$ cat src/rtl/nibble_serial_add_ctrl.sv
// Serial wide add/subtract sequencer that drives one shared 4-bit adder,
// one nibble per clock, least significant nibble first.
//
// state | meaning
// IDLE  | waiting for start; adder inputs held at zero
// RUN   | one nibble per cycle through the shared adder, carry chained
// DONE  | result registered, one-cycle done pulse
module nibble_serial_add_ctrl #(
    parameter int NIBBLES = 4
) (
    input  logic                   clk,
    input  logic                   rst,
    input  logic                   start,
    input  logic                   op_sub,
    input  logic [4*NIBBLES-1:0]   a,
    input  logic [4*NIBBLES-1:0]   b,
    input  logic                   cin,
    output logic                   busy,
    output logic                   done,
    output logic [4*NIBBLES-1:0]   sum,
    output logic                   cout,
    output logic [3:0]             add_a,
    output logic [3:0]             add_b,
    output logic                   add_cin,
    input  logic [3:0]             add_sum,
    input  logic                   add_cout
);

    localparam int W  = 4 * NIBBLES;
    localparam int IW = (NIBBLES > 1) ? $clog2(NIBBLES) : 1;
    localparam logic [IW-1:0] LAST = IW'(NIBBLES - 1);

    typedef enum logic [1:0] {
        IDLE = 2'd0,
        RUN  = 2'd1,
        DONE = 2'd2
    } state_t;

    state_t         state;
    logic [IW-1:0]  idx;
    logic           carry_reg;
    logic [W-1:0]   a_lat;
    logic [W-1:0]   b_lat;
    logic [W-1:0]   acc;
    logic [W-1:0]   acc_next;
    logic [W-1:0]   a_shift;
    logic [W-1:0]   b_shift;

    // Current nibble is shifted down to bit 0 so the adder taps a fixed slice.
    always_comb begin
        a_shift  = a_lat >> {idx, 2'b00};
        b_shift  = b_lat >> {idx, 2'b00};
        acc_next = acc;
        acc_next[{idx, 2'b00} +: 4] = add_sum;
        add_a    = 4'd0;
        add_b    = 4'd0;
        add_cin  = 1'b0;
        if (state == RUN) begin
            add_a   = a_shift[3:0];
            add_b   = b_shift[3:0];
            add_cin = carry_reg;
        end
    end

    always_ff @(posedge clk or posedge rst) begin
        if (rst) begin
            state     <= IDLE;
            busy      <= 1'b0;
            done      <= 1'b0;
            sum       <= '0;
            cout      <= 1'b0;
            idx       <= '0;
            carry_reg <= 1'b0;
            a_lat     <= '0;
            b_lat     <= '0;
            acc       <= '0;
        end else begin
            case (state)
                IDLE: begin
                    done <= 1'b0;
                    if (start) begin
                        // Subtract as a + ~b + 1; the final carry then means "no borrow".
                        a_lat     <= a;
                        b_lat     <= op_sub ? ~b : b;
                        carry_reg <= op_sub ? 1'b1 : cin;
                        idx       <= '0;
                        busy      <= 1'b1;
                        state     <= RUN;
                    end
                end
                RUN: begin
                    acc       <= acc_next;
                    carry_reg <= add_cout;
                    if (idx == LAST) begin
                        sum   <= acc_next;
                        cout  <= add_cout;
                        idx   <= '0;
                        busy  <= 1'b0;
                        done  <= 1'b1;
                        state <= DONE;
                    end else begin
                        idx <= idx + 1'b1;
                    end
                end
                DONE: begin
                    done  <= 1'b0;
                    state <= IDLE;
                end
                default: begin
                    busy  <= 1'b0;
                    done  <= 1'b0;
                    state <= IDLE;
                end
            endcase
        end
    end

endmodule
$ cat config.mk
export PLATFORM = sky130hd
export DESIGN_NAME = nibble_serial_add_ctrl
export DESIGN_NICKNAME = d
export VERILOG_FILES = /design/src/rtl/nibble_serial_add_ctrl.sv
export SDC_FILE = /design/constraint.sdc
export NUM_CORES = 1
export LEC_CHECK = 0
export BUFFER_PORTS_ARGS = -buffer_cell sky130_fd_sc_hd__buf_2
export CAP_MARGIN = 25
export CORE_MARGIN = 4
export CORE_UTILIZATION = 30
export CTS_CLUSTER_DIAMETER = 30
export DETAILED_ROUTE_END_ITERATION = 12
export MAX_ROUTING_LAYER = met4
export SLEW_MARGIN = 20
export SYNTH_ARGS = -nofsm -noshare
export SYNTH_HDL_FRONTEND = slang
export SYNTH_SLANG_ARGS = --single-unit
$ cat constraint.sdc
create_clock -name clk -period 2.5 [get_ports clk]
set_input_delay 0 -clock clk [delete_from_list [all_inputs] [get_ports clk]]
set_output_delay 0 -clock clk [all_outputs]
set_load 0.005 [all_outputs]
==> flow_metrics.env, run 1 <==
export IMPL_ant_nets=0
export IMPL_status="finished, final reports clean"
export IMPL_synth_commonest_cells="dfrtp_1, a21oi_1, nor2_1"
export IMPL_synth_warnings=0
export IMPL_synth_enable_flop_cells=0
export IMPL_core_sq_um=10980
export IMPL_finClkSkew_ns=0.007880
export IMPL_via_count=2582
export IMPL_cts_clk_slew_worst_paths_ns=0.05
export IMPL_ios=70
export IMPL_hold_viol_final=0
export IMPL_clk_latency_ns=0.33
export IMPL_worstPathArrival_ns=1.89
export IMPL_r2r_start="idx[0]$_DFFE_PP0P_"
export IMPL_synthCells=291
export IMPL_worstHoldStart="start"
export IMPL_power_density_nw_per_um2=1231
export IMPL_die_width_um=114.5
export IMPL_crit_fanout=21
export IMPL_clockBufferDepth=2
export IMPL_tightest_slew_ns=0.7399
export IMPL_row_count=38
export IMPL_switchingPower_mw=1.827
export IMPL_place_congestion=0.7947
export IMPL_period_share_pct=75.44
export IMPL_synthMuxAreaShare_pct=11.04
export IMPL_grt_pass1_vias=2662
export IMPL_post_route_min_period_ns=1.886
export IMPL_cts_tree="built"
export IMPL_worst_setup_path_type="reg -> out"
export IMPL_worstSetupStartpoint="state[1]$_DFFE_PP0P_"
export IMPL_tns_ns=0
export IMPL_ys_top_cells_by_area="dfrtp_1, a21oi_1, mux2_2"
export IMPL_track_usage_pct=13.62
export IMPL_synthToLayoutAreaGrowth_pct=32.67
export IMPL_n_antenna_cell=0
export IMPL_design_area_sq_um=4512
export IMPL_required_ns=2.50
export IMPL_cts_root_buf="clkbuf_16"
export IMPL_numCtsBuffers=9
export IMPL_synth_yosys_seq_area_share_pct=52.98
export IMPL_drc=0
export IMPL_yosys_area_share_simple_pct=11.15
export IMPL_utilization_pct=41.08
export IMPL_post_dp_hpwl_um=5297
export IMPL_synthAdderAreaFrac_pct=2.208
export IMPL_intPower_mw=3.728
export IMPL_dp_cells=485
export IMPL_drive_gt1_share_pct=29.44
export IMPL_final_cells=534
export IMPL_synth_xor_area_share_pct=4.121
export IMPL_yosys_area_top_type="dfrtp_1"
export IMPL_final_setup_viol_count=0
export IMPL_hold_class="in -> reg"
export IMPL_dieArea_sq_um=13100
export IMPL_ys_types=35
export IMPL_fmax_ghz=0.5303
export IMPL_antenna_found_initial=0
export IMPL_overflow=0
export IMPL_first_pass_iters=4
export IMPL_grt_pass1_wl_um=13630
export IMPL_synth_area_sq_um=3401
export IMPL_start_util_pct=30.96
export IMPL_wl_per_cell_um=15.17
export IMPL_critPathLaunchType="flip-flop"
export IMPL_synth_area_per_cell_sq_um=11.69
export IMPL_seq_power_share_pct=36.7
export IMPL_drt_initial_drc_count=112
export IMPL_cts_num_sinks=72
export IMPL_wl_um=8099
export IMPL_syn_nets=339
export IMPL_synth_compound_area_share_pct=13.98
export IMPL_grt_max_degree=51
export IMPL_p_clk_share_pct=24.2
export IMPL_synth_top_family_by_area="compound AO/OA/AOI/OAI gates"
export IMPL_synth_top_area_share_pct=52.98
export IMPL_yosys_cell_count_top_type="dfrtp_1"
export IMPL_dpl_cell_area_sq_um=3869
export IMPL_routed_via_density=4.835
export IMPL_htree_levels=3
export IMPL_die_y_um=114.5
export IMPL_port_buffers=69
export IMPL_yosys_most_used_dff="dfrtp_1"
export IMPL_fin_nets=438
export IMPL_relSlewSlack_pct=50.60
export IMPL_ys_async_sr_fraction_pct=100.0
export IMPL_max_cap_violations=0
export IMPL_p_sw_share_pct=32.89
export IMPL_cp_end_kind="primary output"
export IMPL_maxSlewViolCount=0
export IMPL_ys_ff_latch=72
export IMPL_ir_drop_mv=0.5067
export IMPL_p_leak_nw=1.985
export IMPL_rsz0062_at_grt="false"
export IMPL_combPwrFrac_pct=39.1
export IMPL_fill_cells=1071
## cell usage in the layout, fill, tap and decap left out, drive strengths merged
master,instances
o31ai,1
nor3b,1
xnor2,16
and2b,5
a21oi,45
bufinv,2
nand2b,1
clkinv,2
and3b,1
o22ai,1
a22o,1
and2,10
nor2b,8
a32o,16
or4b,1
clkbuf,11
and4b,1
buf,77
mux4,8
a21o,1
dlygate4sd3,34
mux2,17
nand2,5
o21bai,2
nor4bb,1
and4bb,2
o21ai,2
dfrtp,72
a32oi,4
inv,6
ha,6
nor2,34
## worst paths after layout
path                                          to  cells after the start  slack (ns)
min                        carry_reg$_DFFE_PP0P_                      3        0.06
max                                     add_b[0]                      5        0.61
max in group asynchronous   b_lat[4]$_DFFE_PP0P_                      4        1.49
max reg2reg                   acc[9]$_DFFE_PP0P_                      5        0.72
min reg2reg                  acc[14]$_DFFE_PP0P_                      1        0.48
min in group asynchronous    sum[11]$_DFFE_PP0P_                      3        0.35
## per-stage QoR
step	worst slack [ns]	hold slack [ns]	power, mW
after floorplan	0.6008	0.1347	3.511
after global placement	0.8206	0.1698	4.123
after detailed placement	0.7459	0.1819	4.216
after CTS	0.5445	0.05304	5.632
after global routing	0.5013	0.08113	5.979
final	0.6141	0.06456	5.555
## cell type report
type / instances / area (sq um) / share of cell area (%)
well taps: 140 / 175.2 / 3.882
repair buffers: 111 / 758.2 / 16.81
clock inverters: 4 / 70.07 / 1.553
multi-input cells: 190 / 1451 / 32.17
clock buffers: 11 / 232.7 / 5.158
flip-flops and latches: 72 / 1802 / 39.93
inverters: 6 / 22.52 / 0.4992
## what timing repair did
item / 4_1_cts / 5_1_grt
hold buffers: 34 / 0
buffers inserted: 0 / 0
endpoints found under the hold margin: 67 / 0
gates resized for setup: 0 / 0
## power groups by stage
stage	Combinational [mW]	Sequential [mW]	Clock, mW
global placement	2.08	2.04	0
CTS	2.21	2.05	1.37
finish	2.17	2.04	1.35
detailed placement	2.15	2.07	0
global route	2.44	2.13	1.41
floorplan	1.51	2.01	0
## per-layer routing
layer / up-vias / share of wire (%) / global-route usage, %
met5: - / 0 / -
met4: 0 / 0.89 / 3.800
met3: 7 / 5.1 / 3.224
met2: 74 / 48 / 21.19
met1: 1268 / 46 / 17.85
li1: 1233 / - / -
## critical path, cell delays in order (launching register included)
cell     delay [ns]
dfrtp_1        0.47
and2b_1        0.37
buf_4          0.30
buf_4          0.18
and2_1         0.13
buf_2          0.11
## kinds of logic (layout without fill, tap and decap cells)
family,after synthesis,after routing
compound gates,73,73
flops,72,72
buf+inv,29,132
mux,25,25
xor+xnor,16,16
simple gates,70,70
fa+ha+maj,6,6
Note: power is estimated with default switching activity, not from simulation.
==> run 2, diff against run 1 <==
==> constraint.sdc (replaced) <==
create_clock -name clk -period 1.74 [get_ports clk]
set_input_delay 0 -clock clk [delete_from_list [all_inputs] [get_ports clk]]
set_output_delay 0 -clock clk [all_outputs]
set_load 0.005 [all_outputs]
==> run 2 against run 1 <==
  * Via count up 2.2%
  * Flip-flop and latch count unchanged
  * Final area up 5.1%
  * Largest cell class unchanged
==> flow_metrics.env, run 2 (synthesis gave the netlist of run 1 again) <==
export IMPL_worst_slack_ns=0.05281
export IMPL_cts_root_buf="clkbuf_16"
export IMPL_period_share_pct=96.96
export IMPL_cp_end_kind="primary output"
export IMPL_antenna_found_initial=0
export IMPL_start_util_pct=30.96
export IMPL_drc=0
export IMPL_maxSlewViolCount=0
export IMPL_row_count=38
export IMPL_numCtsBuffers=9
export IMPL_fill_cells=1018
export IMPL_overflow=0
export IMPL_required_ns=1.74
export IMPL_n_antenna_cell=0
export IMPL_grt_pass1_vias=2625
export IMPL_grt_max_degree=51
export IMPL_wl_per_cell_um=14.79
export IMPL_via_count=2639
export IMPL_worstPathArrival_ns=1.69
export IMPL_register_area_sq_um=1803
export IMPL_drt_initial_drc_count=101
export IMPL_p_leak_nw=2.080
export IMPL_grt_pass1_wl_um=13210
export IMPL_cts_clk_slew_worst_paths_ns=0.06
export IMPL_routed_via_density=4.798
export IMPL_post_place_ws_ns=0.1098
export IMPL_dpl_cell_area_sq_um=3955
export IMPL_tightest_slew_ns=0.5641
export IMPL_fin_nets=454
export IMPL_die_width_um=114.5
export IMPL_hold_class="in -> reg"
export IMPL_slowest_delay_ns=0.48
export IMPL_crit_fanout=5
export IMPL_ios=70
export IMPL_post_dp_hpwl_um=5250
export IMPL_track_usage_pct=13.21
export IMPL_design_area_sq_um=4742
export IMPL_die_y_um=114.5
export IMPL_layout_common_cells="dfrtp_1, buf_2, a21oi_1, nor2_1, dlygate4sd3_1"
export IMPL_cts_tree="built"
export IMPL_synthToLayoutAreaGrowth_pct=39.44
export IMPL_power_density_nw_per_um2=1793
export IMPL_slowest_stage="mux4_2"
export IMPL_place_congestion=0.7459
export IMPL_clockBufferDepth=2
export IMPL_fmax_ghz=0.5927
export IMPL_first_pass_iters=4
export IMPL_clk_latency_ns=0.33
export IMPL_mostFrequentLayoutCell="dfrtp_1"
export IMPL_ant_nets=0
export IMPL_relSlewSlack_pct=62.32
export IMPL_dieArea_sq_um=13100
export IMPL_worst_setup_path_type="reg -> out"
export IMPL_worstPathCellList="buf_12 -> mux4_2 -> and2_4 -> buf_2"
export IMPL_cp_top_family="multiplexers"
export IMPL_finClkSkew_ns=0.007988
export IMPL_status="finished, final reports clean"
export IMPL_critPathLaunchType="flip-flop"
export IMPL_drive_gt1_share_pct=35.12
export IMPL_tns_ns=0
export IMPL_path_buf_inv=2
export IMPL_utilization_pct=43.18
export IMPL_port_buffers=69
export IMPL_cts_num_sinks=72
export IMPL_fin_hold_ws_ns=0.06793
export IMPL_hold_viol_final=0
export IMPL_multi_input_area_sq_um=1479
export IMPL_final_setup_viol_count=0
export IMPL_core_sq_um=10980
export IMPL_htree_levels=3
export IMPL_ir_drop_mv=0.7306
export IMPL_max_cap_violations=0
export IMPL_wl_um=8134
export IMPL_post_route_min_period_ns=1.687
run 2: changes by cell type in the layout (fill, tap and decap cells not counted), sizes merged:
cell      previous run  this run
clkinvlp             0         4
clkbuf              11        10
inv                  6         4
buf                 77        92
run 2: final cells by class:
type	instances	area share (%)
Sequential cell	72	38.02
Multi-Input combinational cell	190	31.19
Timing Repair Buffer	127	19.92
Clock buffer	9	4.749
Tap cell	140	3.694
Clock inverter	6	1.794
Inverter	6	0.6332
run 2: stage by stage:
step | power [mW] | std cells
finish | 8.501 | 550
CTS | 8.276 | 539
floorplan | 5.111 | 291
global placement | 6.113 | 490
global route | 9.115 | 550
detailed placement | 6.203 | 490
run 2: tightest hold or removal path: cells and delay by family:
family                 cells  cell delay [ns]
AOI/OAI and AO/OA          2             0.22
buffers and inverters      1             0.13
run 2: timing repair:
action	4_1_cts	5_1_grt
hold buffers	34	0
cloned	0	1
setup endpoints to repair	9	10
resized for setup	6	7
endpoints found under the hold margin	57	0
pin swaps	0	2
setup buffers	0	10
run 2: worst paths after layout:
path | slack [ns] | endpoint | cells after the start | startpoint
setup / recovery | 0.05 | add_a[1] | 4 | idx[0]$_DFFE_PP0P_
hold / removal | 0.07 | carry_reg$_DFFE_PP0P_ | 3 | start
setup reg to reg | 0.06 | acc[11]$_DFFE_PP0P_ | 5 | idx[0]$_DFFE_PP0P_
hold reg to reg | 0.48 | acc[4]$_DFFE_PP0P_ | 1 | acc[4]$_DFFE_PP0P_
max in group asynchronous | 0.82 | b_lat[12]$_DFFE_PP0P_ | 4 | rst
min in group asynchronous | 0.28 | done$_DFFE_PP0P_ | 3 | rst
run 2: where the power goes:
part	switching [mW]	internal, mW
combinational	1.56	2.04
sequential	0.464	2.50
clock	0.698	1.24
run 2: layer usage:
layer	global-route usage, %	vias to the layer above	wire length [um]
met5	-	-	0
met4	4.038	0	66
met3	3.277	6	414
met2	21.19	73	4014
met1	16.51	1297	3640
li1	-	1263	-
